[src/rtl/kbd_pkg.sv]
// Shared scan-code constants, ASCII control codes and the prefix-decoder state type
// for the PS/2 keyboard-to-ASCII FIFO. The KBD_EXT_KEYS_EN macro enables arrow keys.
package kbd_pkg;

    localparam logic [7:0] SC_BREAK    = 8'hF0;
    localparam logic [7:0] SC_EXT      = 8'hE0;
    localparam logic [7:0] SC_LSHIFT   = 8'h12;
    localparam logic [7:0] SC_RSHIFT   = 8'h59;
    localparam logic [7:0] SC_CAPS     = 8'h58;
    localparam logic [7:0] SC_ACK      = 8'hFA;
    localparam logic [7:0] SC_BAT_OK   = 8'hAA;
    localparam logic [7:0] SC_ECHO     = 8'hEE;
    localparam logic [7:0] SC_RESEND   = 8'hFE;

    localparam logic [7:0] SC_EXT_UP    = 8'h75;
    localparam logic [7:0] SC_EXT_DOWN  = 8'h72;
    localparam logic [7:0] SC_EXT_LEFT  = 8'h6B;
    localparam logic [7:0] SC_EXT_RIGHT = 8'h74;

    localparam logic [7:0] ASC_SPACE = 8'h20;
    localparam logic [7:0] ASC_CR    = 8'h0D;
    localparam logic [7:0] ASC_BS    = 8'h08;
    localparam logic [7:0] ASC_TAB   = 8'h09;
    localparam logic [7:0] ASC_ESC   = 8'h1B;
    localparam logic [7:0] ASC_UP    = 8'h11;
    localparam logic [7:0] ASC_DOWN  = 8'h12;
    localparam logic [7:0] ASC_LEFT  = 8'h13;
    localparam logic [7:0] ASC_RIGHT = 8'h14;

    typedef enum logic [1:0] {
        ST_IDLE,
        ST_BRK,
        ST_EXT,
        ST_EXT_BRK
    } kbd_state_t;

    // Keyboard housekeeping replies that must never reach the character path.
    function automatic logic is_discard(input logic [7:0] code);
        return (code == SC_ACK) || (code == SC_BAT_OK) ||
               (code == SC_ECHO) || (code == SC_RESEND);
    endfunction

endpackage

[src/rtl/kbd_scan2ascii.sv]
// Combinational set-2 scan code to US-layout ASCII lookup.
// Extended (0xE0-prefixed) codes map to arrow controls only with KBD_EXT_KEYS_EN.
module kbd_scan2ascii
    import kbd_pkg::*;
(
    input  logic [7:0] code,
    input  logic       ext,
    input  logic       shift,
    input  logic       caps,
    output logic [7:0] ascii,
    output logic       valid
);

    logic [7:0] base;
    logic [7:0] shifted;
    logic       hit;
    logic       letter;

    always_comb begin
        base    = 8'h00;
        shifted = 8'h00;
        hit     = 1'b1;
        case (code)
            8'h1C: base = "a";
            8'h32: base = "b";
            8'h21: base = "c";
            8'h23: base = "d";
            8'h24: base = "e";
            8'h2B: base = "f";
            8'h34: base = "g";
            8'h33: base = "h";
            8'h43: base = "i";
            8'h3B: base = "j";
            8'h42: base = "k";
            8'h4B: base = "l";
            8'h3A: base = "m";
            8'h31: base = "n";
            8'h44: base = "o";
            8'h4D: base = "p";
            8'h15: base = "q";
            8'h2D: base = "r";
            8'h1B: base = "s";
            8'h2C: base = "t";
            8'h3C: base = "u";
            8'h2A: base = "v";
            8'h1D: base = "w";
            8'h22: base = "x";
            8'h35: base = "y";
            8'h1A: base = "z";
            8'h16: begin base = "1";  shifted = "!";  end
            8'h1E: begin base = "2";  shifted = "@";  end
            8'h26: begin base = "3";  shifted = "#";  end
            8'h25: begin base = "4";  shifted = "$";  end
            8'h2E: begin base = "5";  shifted = "%";  end
            8'h36: begin base = "6";  shifted = "^";  end
            8'h3D: begin base = "7";  shifted = "&";  end
            8'h3E: begin base = "8";  shifted = "*";  end
            8'h46: begin base = "9";  shifted = "(";  end
            8'h45: begin base = "0";  shifted = ")";  end
            8'h0E: begin base = 8'h60; shifted = "~";  end
            8'h4E: begin base = "-";  shifted = "_";  end
            8'h55: begin base = "=";  shifted = "+";  end
            8'h54: begin base = "[";  shifted = "{";  end
            8'h5B: begin base = "]";  shifted = "}";  end
            8'h5D: begin base = 8'h5C; shifted = "|";  end
            8'h4C: begin base = ";";  shifted = ":";  end
            8'h52: begin base = "'";  shifted = 8'h22; end
            8'h41: begin base = ",";  shifted = "<";  end
            8'h49: begin base = ".";  shifted = ">";  end
            8'h4A: begin base = "/";  shifted = "?";  end
            8'h29: begin base = ASC_SPACE; shifted = ASC_SPACE; end
            8'h5A: begin base = ASC_CR;    shifted = ASC_CR;    end
            8'h66: begin base = ASC_BS;    shifted = ASC_BS;    end
            8'h0D: begin base = ASC_TAB;   shifted = ASC_TAB;   end
            8'h76: begin base = ASC_ESC;   shifted = ASC_ESC;   end
            default: hit = 1'b0;
        endcase
    end

    // Letters follow shift XOR caps; everything else follows shift alone.
    assign letter = (base >= 8'h61) && (base <= 8'h7A);

    always_comb begin
        ascii = 8'h00;
        valid = 1'b0;
        if (ext) begin
`ifdef KBD_EXT_KEYS_EN
            valid = 1'b1;
            case (code)
                SC_EXT_UP:    ascii = ASC_UP;
                SC_EXT_DOWN:  ascii = ASC_DOWN;
                SC_EXT_LEFT:  ascii = ASC_LEFT;
                SC_EXT_RIGHT: ascii = ASC_RIGHT;
                default:      valid = 1'b0;
            endcase
`else
            valid = 1'b0;
`endif
        end else begin
            valid = hit;
            if (letter)
                ascii = (shift ^ caps) ? (base - 8'h20) : base;
            else
                ascii = shift ? shifted : base;
        end
    end

endmodule

[src/rtl/kbd_ascii_fifo.sv]
// PS/2 scan-code capture, prefix/modifier decoder and first-word-fall-through ASCII FIFO.
// Define KBD_EXT_KEYS_EN to turn 0xE0-prefixed arrow keys into ASCII 0x11..0x14.
module kbd_ascii_fifo
    import kbd_pkg::*;
#(
    parameter int DEPTH = 16
) (
    input  logic                       clk50M,
    input  logic                       rst,
    input  logic                       kbd_int,
    input  logic [7:0]                 kbd_data,
    output logic                       kbd_int_ack,
    input  logic                       rd_en,
    output logic [7:0]                 rd_data,
    output logic                       empty,
    output logic [$clog2(DEPTH):0]     count,
    output logic                       overflow,
    input  logic                       clr_ovf
);

    localparam int AW = $clog2(DEPTH);
    localparam int CW = AW + 1;

    logic       capture;
    logic       ack_reg;
    logic       seen_reg;
    logic       byte_vld_reg;
    logic [7:0] byte_reg;

    // seen_reg blocks a second capture while the same kbd_int assertion is still held.
    assign capture = kbd_int && !ack_reg && !seen_reg;

    always_ff @(posedge clk50M) begin
        if (rst) begin
            ack_reg      <= 1'b0;
            seen_reg     <= 1'b0;
            byte_vld_reg <= 1'b0;
            byte_reg     <= 8'h00;
        end else begin
            ack_reg      <= capture;
            byte_vld_reg <= capture;
            seen_reg     <= kbd_int && (seen_reg || capture);
            if (capture)
                byte_reg <= kbd_data;
        end
    end

    assign kbd_int_ack = ack_reg;

    kbd_state_t state_reg;
    logic       shift_l_reg;
    logic       shift_r_reg;
    logic       caps_reg;
    logic [7:0] map_ascii;
    logic       map_valid;
    logic       push_req;

    kbd_scan2ascii u_map (
        .code  (byte_reg),
        .ext   (state_reg == ST_EXT),
        .shift (shift_l_reg | shift_r_reg),
        .caps  (caps_reg),
        .ascii (map_ascii),
        .valid (map_valid)
    );

    // Only plain makes and EXT makes produce characters; break states never do.
    assign push_req = byte_vld_reg && map_valid &&
                      (((state_reg == ST_IDLE) && !is_discard(byte_reg)) ||
                       (state_reg == ST_EXT));

    always_ff @(posedge clk50M) begin
        if (rst) begin
            state_reg   <= ST_IDLE;
            shift_l_reg <= 1'b0;
            shift_r_reg <= 1'b0;
            caps_reg    <= 1'b0;
        end else if (byte_vld_reg) begin
            case (state_reg)
                ST_IDLE: begin
                    if (byte_reg == SC_BREAK)
                        state_reg <= ST_BRK;
                    else if (byte_reg == SC_EXT)
                        state_reg <= ST_EXT;
                    else begin
                        state_reg <= ST_IDLE;
                        if (byte_reg == SC_LSHIFT)
                            shift_l_reg <= 1'b1;
                        if (byte_reg == SC_RSHIFT)
                            shift_r_reg <= 1'b1;
                        if (byte_reg == SC_CAPS)
                            caps_reg <= !caps_reg;
                    end
                end
                ST_BRK: begin
                    if (byte_reg == SC_LSHIFT)
                        shift_l_reg <= 1'b0;
                    if (byte_reg == SC_RSHIFT)
                        shift_r_reg <= 1'b0;
                    state_reg <= ST_IDLE;
                end
                ST_EXT: begin
                    state_reg <= (byte_reg == SC_BREAK) ? ST_EXT_BRK : ST_IDLE;
                end
                default: state_reg <= ST_IDLE;
            endcase
        end
    end

    logic [7:0]    mem [DEPTH];
    logic [AW-1:0] wr_ptr_reg;
    logic [AW-1:0] rd_ptr_reg;
    logic [AW-1:0] rd_next;
    logic [CW-1:0] count_reg;
    logic [CW-1:0] count_next;
    logic          empty_reg;
    logic          overflow_reg;
    logic [7:0]    rd_data_reg;
    logic          full;
    logic          pop_ok;
    logic          wr_ok;
    logic          ovf_evt;

    assign full       = (count_reg == CW'(DEPTH));
    assign pop_ok     = rd_en && !empty_reg;
    assign wr_ok      = push_req && (!full || pop_ok);
    assign ovf_evt    = push_req && full && !pop_ok;
    assign rd_next    = rd_ptr_reg + AW'(1);
    assign count_next = count_reg + CW'(wr_ok) - CW'(pop_ok);

    always_ff @(posedge clk50M) begin
        if (wr_ok && !rst)
            mem[wr_ptr_reg] <= map_ascii;
    end

    always_ff @(posedge clk50M) begin
        if (rst) begin
            wr_ptr_reg   <= '0;
            rd_ptr_reg   <= '0;
            count_reg    <= '0;
            empty_reg    <= 1'b1;
            overflow_reg <= 1'b0;
            rd_data_reg  <= 8'h00;
        end else begin
            if (wr_ok)
                wr_ptr_reg <= wr_ptr_reg + AW'(1);
            if (pop_ok)
                rd_ptr_reg <= rd_next;
            count_reg <= count_next;
            empty_reg <= (count_next == '0);
            if (ovf_evt)
                overflow_reg <= 1'b1;
            else if (clr_ovf)
                overflow_reg <= 1'b0;
            // Head register: bypass the incoming character when it becomes the new head.
            if (wr_ok && (empty_reg || (pop_ok && count_reg == CW'(1))))
                rd_data_reg <= map_ascii;
            else if (pop_ok && count_reg > CW'(1))
                rd_data_reg <= mem[rd_next];
        end
    end

    assign rd_data  = rd_data_reg;
    assign empty    = empty_reg;
    assign count    = count_reg;
    assign overflow = overflow_reg;

endmodule

[config.mk]
export PLATFORM = sky130hd
export DESIGN_NAME = kbd_ascii_fifo
export DESIGN_NICKNAME = d
export VERILOG_FILES = /design/src/rtl/kbd_pkg.sv /design/src/rtl/kbd_scan2ascii.sv /design/src/rtl/kbd_ascii_fifo.sv
export SDC_FILE = /design/constraint.sdc
export NUM_CORES = 1
export LEC_CHECK = 0
export ABC_AREA = 0
export BUFFER_PORTS_ARGS = -buffer_cell sky130_fd_sc_hd__buf_2
export CORE_MARGIN = 2
export CORE_UTILIZATION = 40
export DETAILED_ROUTE_END_ITERATION = 7
export PLACE_DENSITY = 0.57
export SLEW_MARGIN = 20
export SYNTH_ARGS = -nofsm -noshare
export SYNTH_HDL_FRONTEND = slang
export SYNTH_SLANG_ARGS = --single-unit
[constraint.sdc]
create_clock -name clk50M -period 4.5 [get_ports clk50M]
set_input_delay 0.225 -clock clk50M [delete_from_list [all_inputs] [get_ports clk50M]]
set_output_delay 0.225 -clock clk50M [all_outputs]
set_load 0.01 [all_outputs]
# Word level (Yosys, flattened, before mapping)
# Memory sizes are Yosys's and may differ from the RTL's.
# Index checks and enable logic that the tools add are counted.
[word_totals]
ff_bits = 38
memories = 1
in_bits = 13
ram_bits = 128
[mem_list]
columns = ["memory", "words", "word_bits", "rd", "rd_ports_with_merged_regs", "write_ports", "line", "source"]
rows = [
  ["mem", 16, 8, 1, 0, 1, "kbd_ascii_fifo.sv:110", "logic [7:0] mem [DEPTH];"],
]
[classes]
bitwise_logic = 4
n_lt_le_gt_ge = 3
add_sub_neg = 5
reduce_logical = 39
n_eq_ne = 71
muxes = 28
[op_table]
columns = ["cell", "count"]
rows = [
  ["case mux 7 bit (52 select lines)", 1],
  ["equality test 8 x 6 -> 1 bit (second input constant)", 23],
  ["case mux 7 bit (26 select lines)", 1],
  ["equality test 8 x 7 -> 1 bit (second input constant)", 22],
  ["equality test 8 x 5 -> 1 bit (second input constant)", 8],
  ["OR reduction 52 bit", 1],
  ["equality test 8 bit (second input constant)", 6],
  ["two-way mux 8 bit", 5],
  ["equality test 8 x 4 -> 1 bit (second input constant)", 2],
  ["logical AND 1 bit", 15],
  ["two-way mux 1 bit", 14],
  ["AND reduction 6 bit", 2],
  ["adder 4 x 1 -> 4 bit (second input constant)", 2],
  ["logical NOT 1 bit", 8],
  ["!= test 2 bit (second input constant)", 4],
  ["subtractor 7 x 6 -> 8 bit (second input constant)", 1],
  [">= comparator 7 bit (second input constant)", 1],
  ["<= comparator 7 bit (second input constant)", 1],
  ["logical OR 1 bit", 7],
  ["two-way mux 7 bit", 1],
  ["two-way mux 2 bit", 3],
  ["nonzero test 2 bit", 3],
  ["adder 5 x 1 -> 5 bit", 1],
  ["equality test 5 x 1 -> 1 bit (second input constant)", 1],
  ["14 further kinds", 17],
]

# Depth between registers and ports, before layout
[logic_depth]
ltp_word = 12
ltp_mapped = 18
depth_no_buf = 15

# Modules after synthesis
# A second synthesis with hierarchy kept.
[unflattened]
cells_unflattened = 700
hier_area_um2 = 8743.4
[modules_own_cells]
columns = ["module", "n_inst", "area_each_um2", "cells_per_inst"]
rows = [
  ["kbd_ascii_fifo", 1, 6956.7, 432],
  ["kbd_scan2ascii", 1, 1786.7, 268],
]

# Worst setup path after synthesis
# Ideal clock, no wire load.
[synth_timing]
path_kind = "register to register"
start = "register byte_reg[6]"
end = "memory mem[0][6] (data pin)"
arrival_ns = 3.980
path_buffers = 4
t_required_ns = 4.173
path_slack_ns = 0.193
setup_time_ns = 0.327
path_stages_with_launch = 18
cell_sequence = "dfxtp_1 -> buf_6 -> buf_2 -> nor4b_1 -> buf_2 -> a32oi_1 -> o21ai_0 -> nor4_1 -> and3b_1 -> clkbuf_1 -> inv_1 -> ha_1 -> and2_1 -> o2111a_1 -> a311oi_4 -> nand2_1 -> mux2_2 -> nor3_1"
[synth_via]
elab_chain_len = 6
elab_cells_between_ends = 62
classes_between = "add/sub (1); order compare (2); eq/ne (52); mux (6); reduce/logical (1)"
[synth_lines]
columns = ["item", "line", "source"]
rows = [
  ["start: declaration", "kbd_ascii_fifo.sv:28", "logic [7:0] byte_reg;"],
  ["start signal: assignment", "kbd_ascii_fifo.sv:44", "byte_reg <= kbd_data;"],
  ["equality test 8 x 7 -> 1 bit, or another cell as far along", "kbd_scan2ascii.sv:23", "case (code)"],
  ["case mux 7 bit (52 select lines)", "kbd_scan2ascii.sv:23", ""],
  ["subtractor 7 x 6 -> 8 bit, or another cell as far along", "kbd_scan2ascii.sv:102", "ascii = (shift ^ caps) ? (base - 8'h20) : base;"],
  ["two-way mux 8 bit / logical AND 1 bit (equally long branches)", "kbd_scan2ascii.sv:102, kbd_scan2ascii.sv:81", ""],
  ["two-way mux 8 bit (*)", "kbd_scan2ascii.sv:101", "if (letter)"],
  ["two-way mux 8 bit (*)", "kbd_scan2ascii.sv:86", "if (ext) begin"],
  ["via map_ascii[6]", "kbd_ascii_fifo.sv:54", "logic [7:0] map_ascii;"],
  ["end: declaration", "kbd_ascii_fifo.sv:110", ""],
]
# The timed path passes the listed nets; every way through them passes the cells marked *.

# Worst setup path in the final report
[layout_timing]
start = "register byte_reg[4]"
end = "memory mem[1][3] (data pin)"
# Same word-level chain as after synthesis.

==> impl_metrics.json <==
{
  "final_common_cell": "edfxtp_1",
  "drt_iter0_drc": 379,
  "hp-class": "in -> reg",
  "layout.cells.most_common_list": "edfxtp_1 (128), buf_4 (100), nor2_1 (67)",
  "final_area_mm2": 0.0101,
  "h-tree-depth": 4,
  "arrival_ns": 4.31,
  "synth_edf_count": 128,
  "cts-root-buf": "clkbuf_16",
  "via_per_inst": 5.65,
  "grt_pass1_wl_um": 34400,
  "p_leak_uw": 0.00365,
  "largest_reg_flops": 128,
  "cpPeakStageDelay_ns": 0.65,
  "crit_path_cell_trace": "buf_4 > or4bb_1 > nand2_1 > a22o_1 > a211o_1 > or4_4 > or4_1 > or3_1 > a21oi_4 > mux2i_1 > nor2_1",
  "maxSlewHeadroom": 0.341,
  "grt_use_total": 0.207,
  "dr.pass1.iters": 5,
  "synth_async_sr_flop_share": 0,
  "nNetsFinal": 800,
  "power-per-cell-area_mw_per_mm2": 403,
  "hold_slack_ns": 0.0285,
  "antenna_found_initial": 0,
  "vias": 5992,
  "ys_warn_count": 0,
  "postRouteWirelength_um": 22100,
  "rows": 53,
  "io_buffer_count": 28,
  "max_cap_violations": 0,
  "syn_inst": 671,
  "place_hpwl_um": 16100,
  "core_area_mm2": 0.0209,
  "syn-mean-instance-area_um2": 12.6,
  "pwr-share-seq": 0.427,
  "finalSetupViolCount": 0,
  "final_core_util": 0.485,
  "cts_max_path_buffers": 2,
  "grt_max_degree": 41,
  "grt_pass1_vias": 6058,
  "cts_buffers": 17,
  "synth_top_area_cell": "edfxtp_1",
  "power_uw": 4080,
  "outcome": "completed",
  "fmax_mhz": 238,
  "synth_top_area_share": 0.455,
  "clk_pin_slew_ns": 0.07,
  "antenna_left": 0,
  "critPathSlowestCell": "nor2_1",
  "holdBufCountCts": 0,
  "worst_slew_pin_slew_ns": 0.985,
  "clkPwrFrac": 0.357,
  "cp-end-kind": "flop",
  "clk_latency_ns": 0.43,
  "ys_top_cells_by_area": "edfxtp_1 (46%), mux4_2 (11%), dfxtp_1 (9.0%), nor2_1 (3.1%), ha_1 (2.1%)",
  "gp_congestion": 0.915,
  "worstHoldStart": "kbd_data[4]",
  "synthesis.nets": 699,
  "wl_per_cell_um": 20.8,
  "hold_violations": 0,
  "cp_top_family": "simple AND/OR/NAND/NOR gates",
  "clock-sinks": 166,
  "drive_gt1_frac": 0.289,
  "crit_start": "byte_reg[4]$_SDFFE_PP0P_",
  "synth_cell_types": 73,
  "nFillCells": 1875,
  "path_class": "reg -> reg",
  "pin_count": 29,
  "tritoncts": "done",
  "crit_required_ns": 4.60,
  "finClkSkew_ns": 0.0139,
  "die_area_mm2": 0.0223,
  "synthesis.area_mm2": 0.00844,
  "ys_seq_area_frac": 0.546,
  "path_buf_inv": 1,
  "die_w_um": 149,
  "placed_area_mm2": 0.00950,
  "switching_share": 0.287,
  "worstPathMaxFanout": 16,
  "ys_seq_elements": 166,
  "cts_setup_buffers": 0,
  "power.switching_uw": 1170,
  "die_y_um": 149,
  "power_frac_comb": 0.216,
  "slew_violations": 0,
  "synth-main-ff-cell": "edfxtp_1",
  "min_period_over_period": 0.934,
  "remaining_drc_errors": 0,
  "syn2layout_area_growth_pct": 20.1,
  "cp-start-kind": "flop",
  "ir_drop_v": 0.000334,
  "p_int_uw": 2910,
  "period_needed_ns": 4.20,
  "grt-ovfl-total": 0,
  "antenna_cells": 0,
  "initial_utilization": 0.404,
  "rsz0062_at_grt": "no",
  "r2r-start": "byte_reg[4]$_SDFFE_PP0P_"
}
==> worst paths after layout <==
kind / endpoint / slack [ns] / depth (start not counted)
setup / recovery: mem[1][3]$_DFFE_PP_ / 0.30 / 11
setup reg to reg: mem[1][3]$_DFFE_PP_ / 0.30 / 11
hold / removal: byte_reg[4]$_SDFFE_PP0P_ / 0.03 / 3
hold reg to reg: state_reg[1]$_SDFFE_PP0P_ / 0.50 / 2
==> worst min-delay path: stages <==
cell and delay [ns]:
buf_2 0.07, mux2i_1 0.05, nor2_1 0.07
==> cell usage after synthesis, types with 4 or more instances <==
library cell	n
buf_1	6
buf_6	4
or3_1	5
dfxtp_1	38
mux4_2	40
nor2_1	69
nand4_1	10
a211o_1	5
or4_1	6
nor3_1	21
a32oi_1	5
nor4b_1	5
a31oi_1	9
o22ai_1	4
nand2_1	40
clkbuf_1	19
a211oi_1	6
nand2b_1	15
nor4_1	7
ha_1	14
edfxtp_1	128
nor4bb_1	4
nor2b_1	12
a21oi_1	25
nand3_1	14
inv_1	19
xnor2_1	9
mux2i_1	16
buf_2	17
nor3b_1	5
o21ai_0	13
xor2_1	10
==> per-stage QoR <==
stage          worst slack [ns]  std cells  setup TNS, ns
4_1_cts                  0.0286       1059              0
6_report                  0.297       1060              0
3_3_place_gp              0.101       1027              0
5_1_grt                  0.0325       1060              0
2_1_floorplan             0.193        671              0
3_5_place_dp           -0.00555       1027        -0.0784
==> cell families after synthesis <==
| kind of cell | Yosys count | synth area share |
|---|---|---|
| AND/OR/NAND/NOR | 239 | 0.153 |
| XOR/XNOR | 19 | 0.0197 |
| flip-flops | 166 | 0.546 |
| AO/OA/AOI/OAI | 106 | 0.0927 |
| adder cells (fa/ha/maj) | 15 | 0.0231 |
| buffers and inverters | 68 | 0.0372 |
| multiplexers | 58 | 0.128 |
==> what timing repair did <==
action | in CTS | in global routing
setup endpoints to repair | 17 | 130
cloned | 0 | 0
pin swaps | 0 | 0
gates resized for setup | 2 | 7
hold endpoints to repair | 0 | 0
==> power groups by stage <==
stage	Sequential, uW	Combinational, uW	Clock, uW
2_1_floorplan	1780	608	0
3_3_place_gp	1780	864	0
3_5_place_dp	1780	879	0
4_1_cts	1740	883	1480
5_1_grt	1750	961	1540
6_report	1740	881	1460
==> area by class of cell <==
class                           instances  area, um2  share of cell area
Tap cell                              275        344              0.0339
Clock buffer                           17        425              0.0420
Sequential cell                       166       4610               0.455
Inverter                               20       75.1             0.00740
Timing Repair Buffer                  130        931              0.0918
Multi-Input combinational cell        437       3570               0.352
Clock inverter                         15        183              0.0180
==> routing by layer <==
layer  global-route usage  vias to the layer above  routed length, um
met5                    0                        -                  0
li1                     -                     2792                  -
met4                0.104                        0                824
met3               0.0260                       52                709
met2                0.362                      151              11400
met1                0.252                     2997               9170
(Power assumes the default switching activity.)
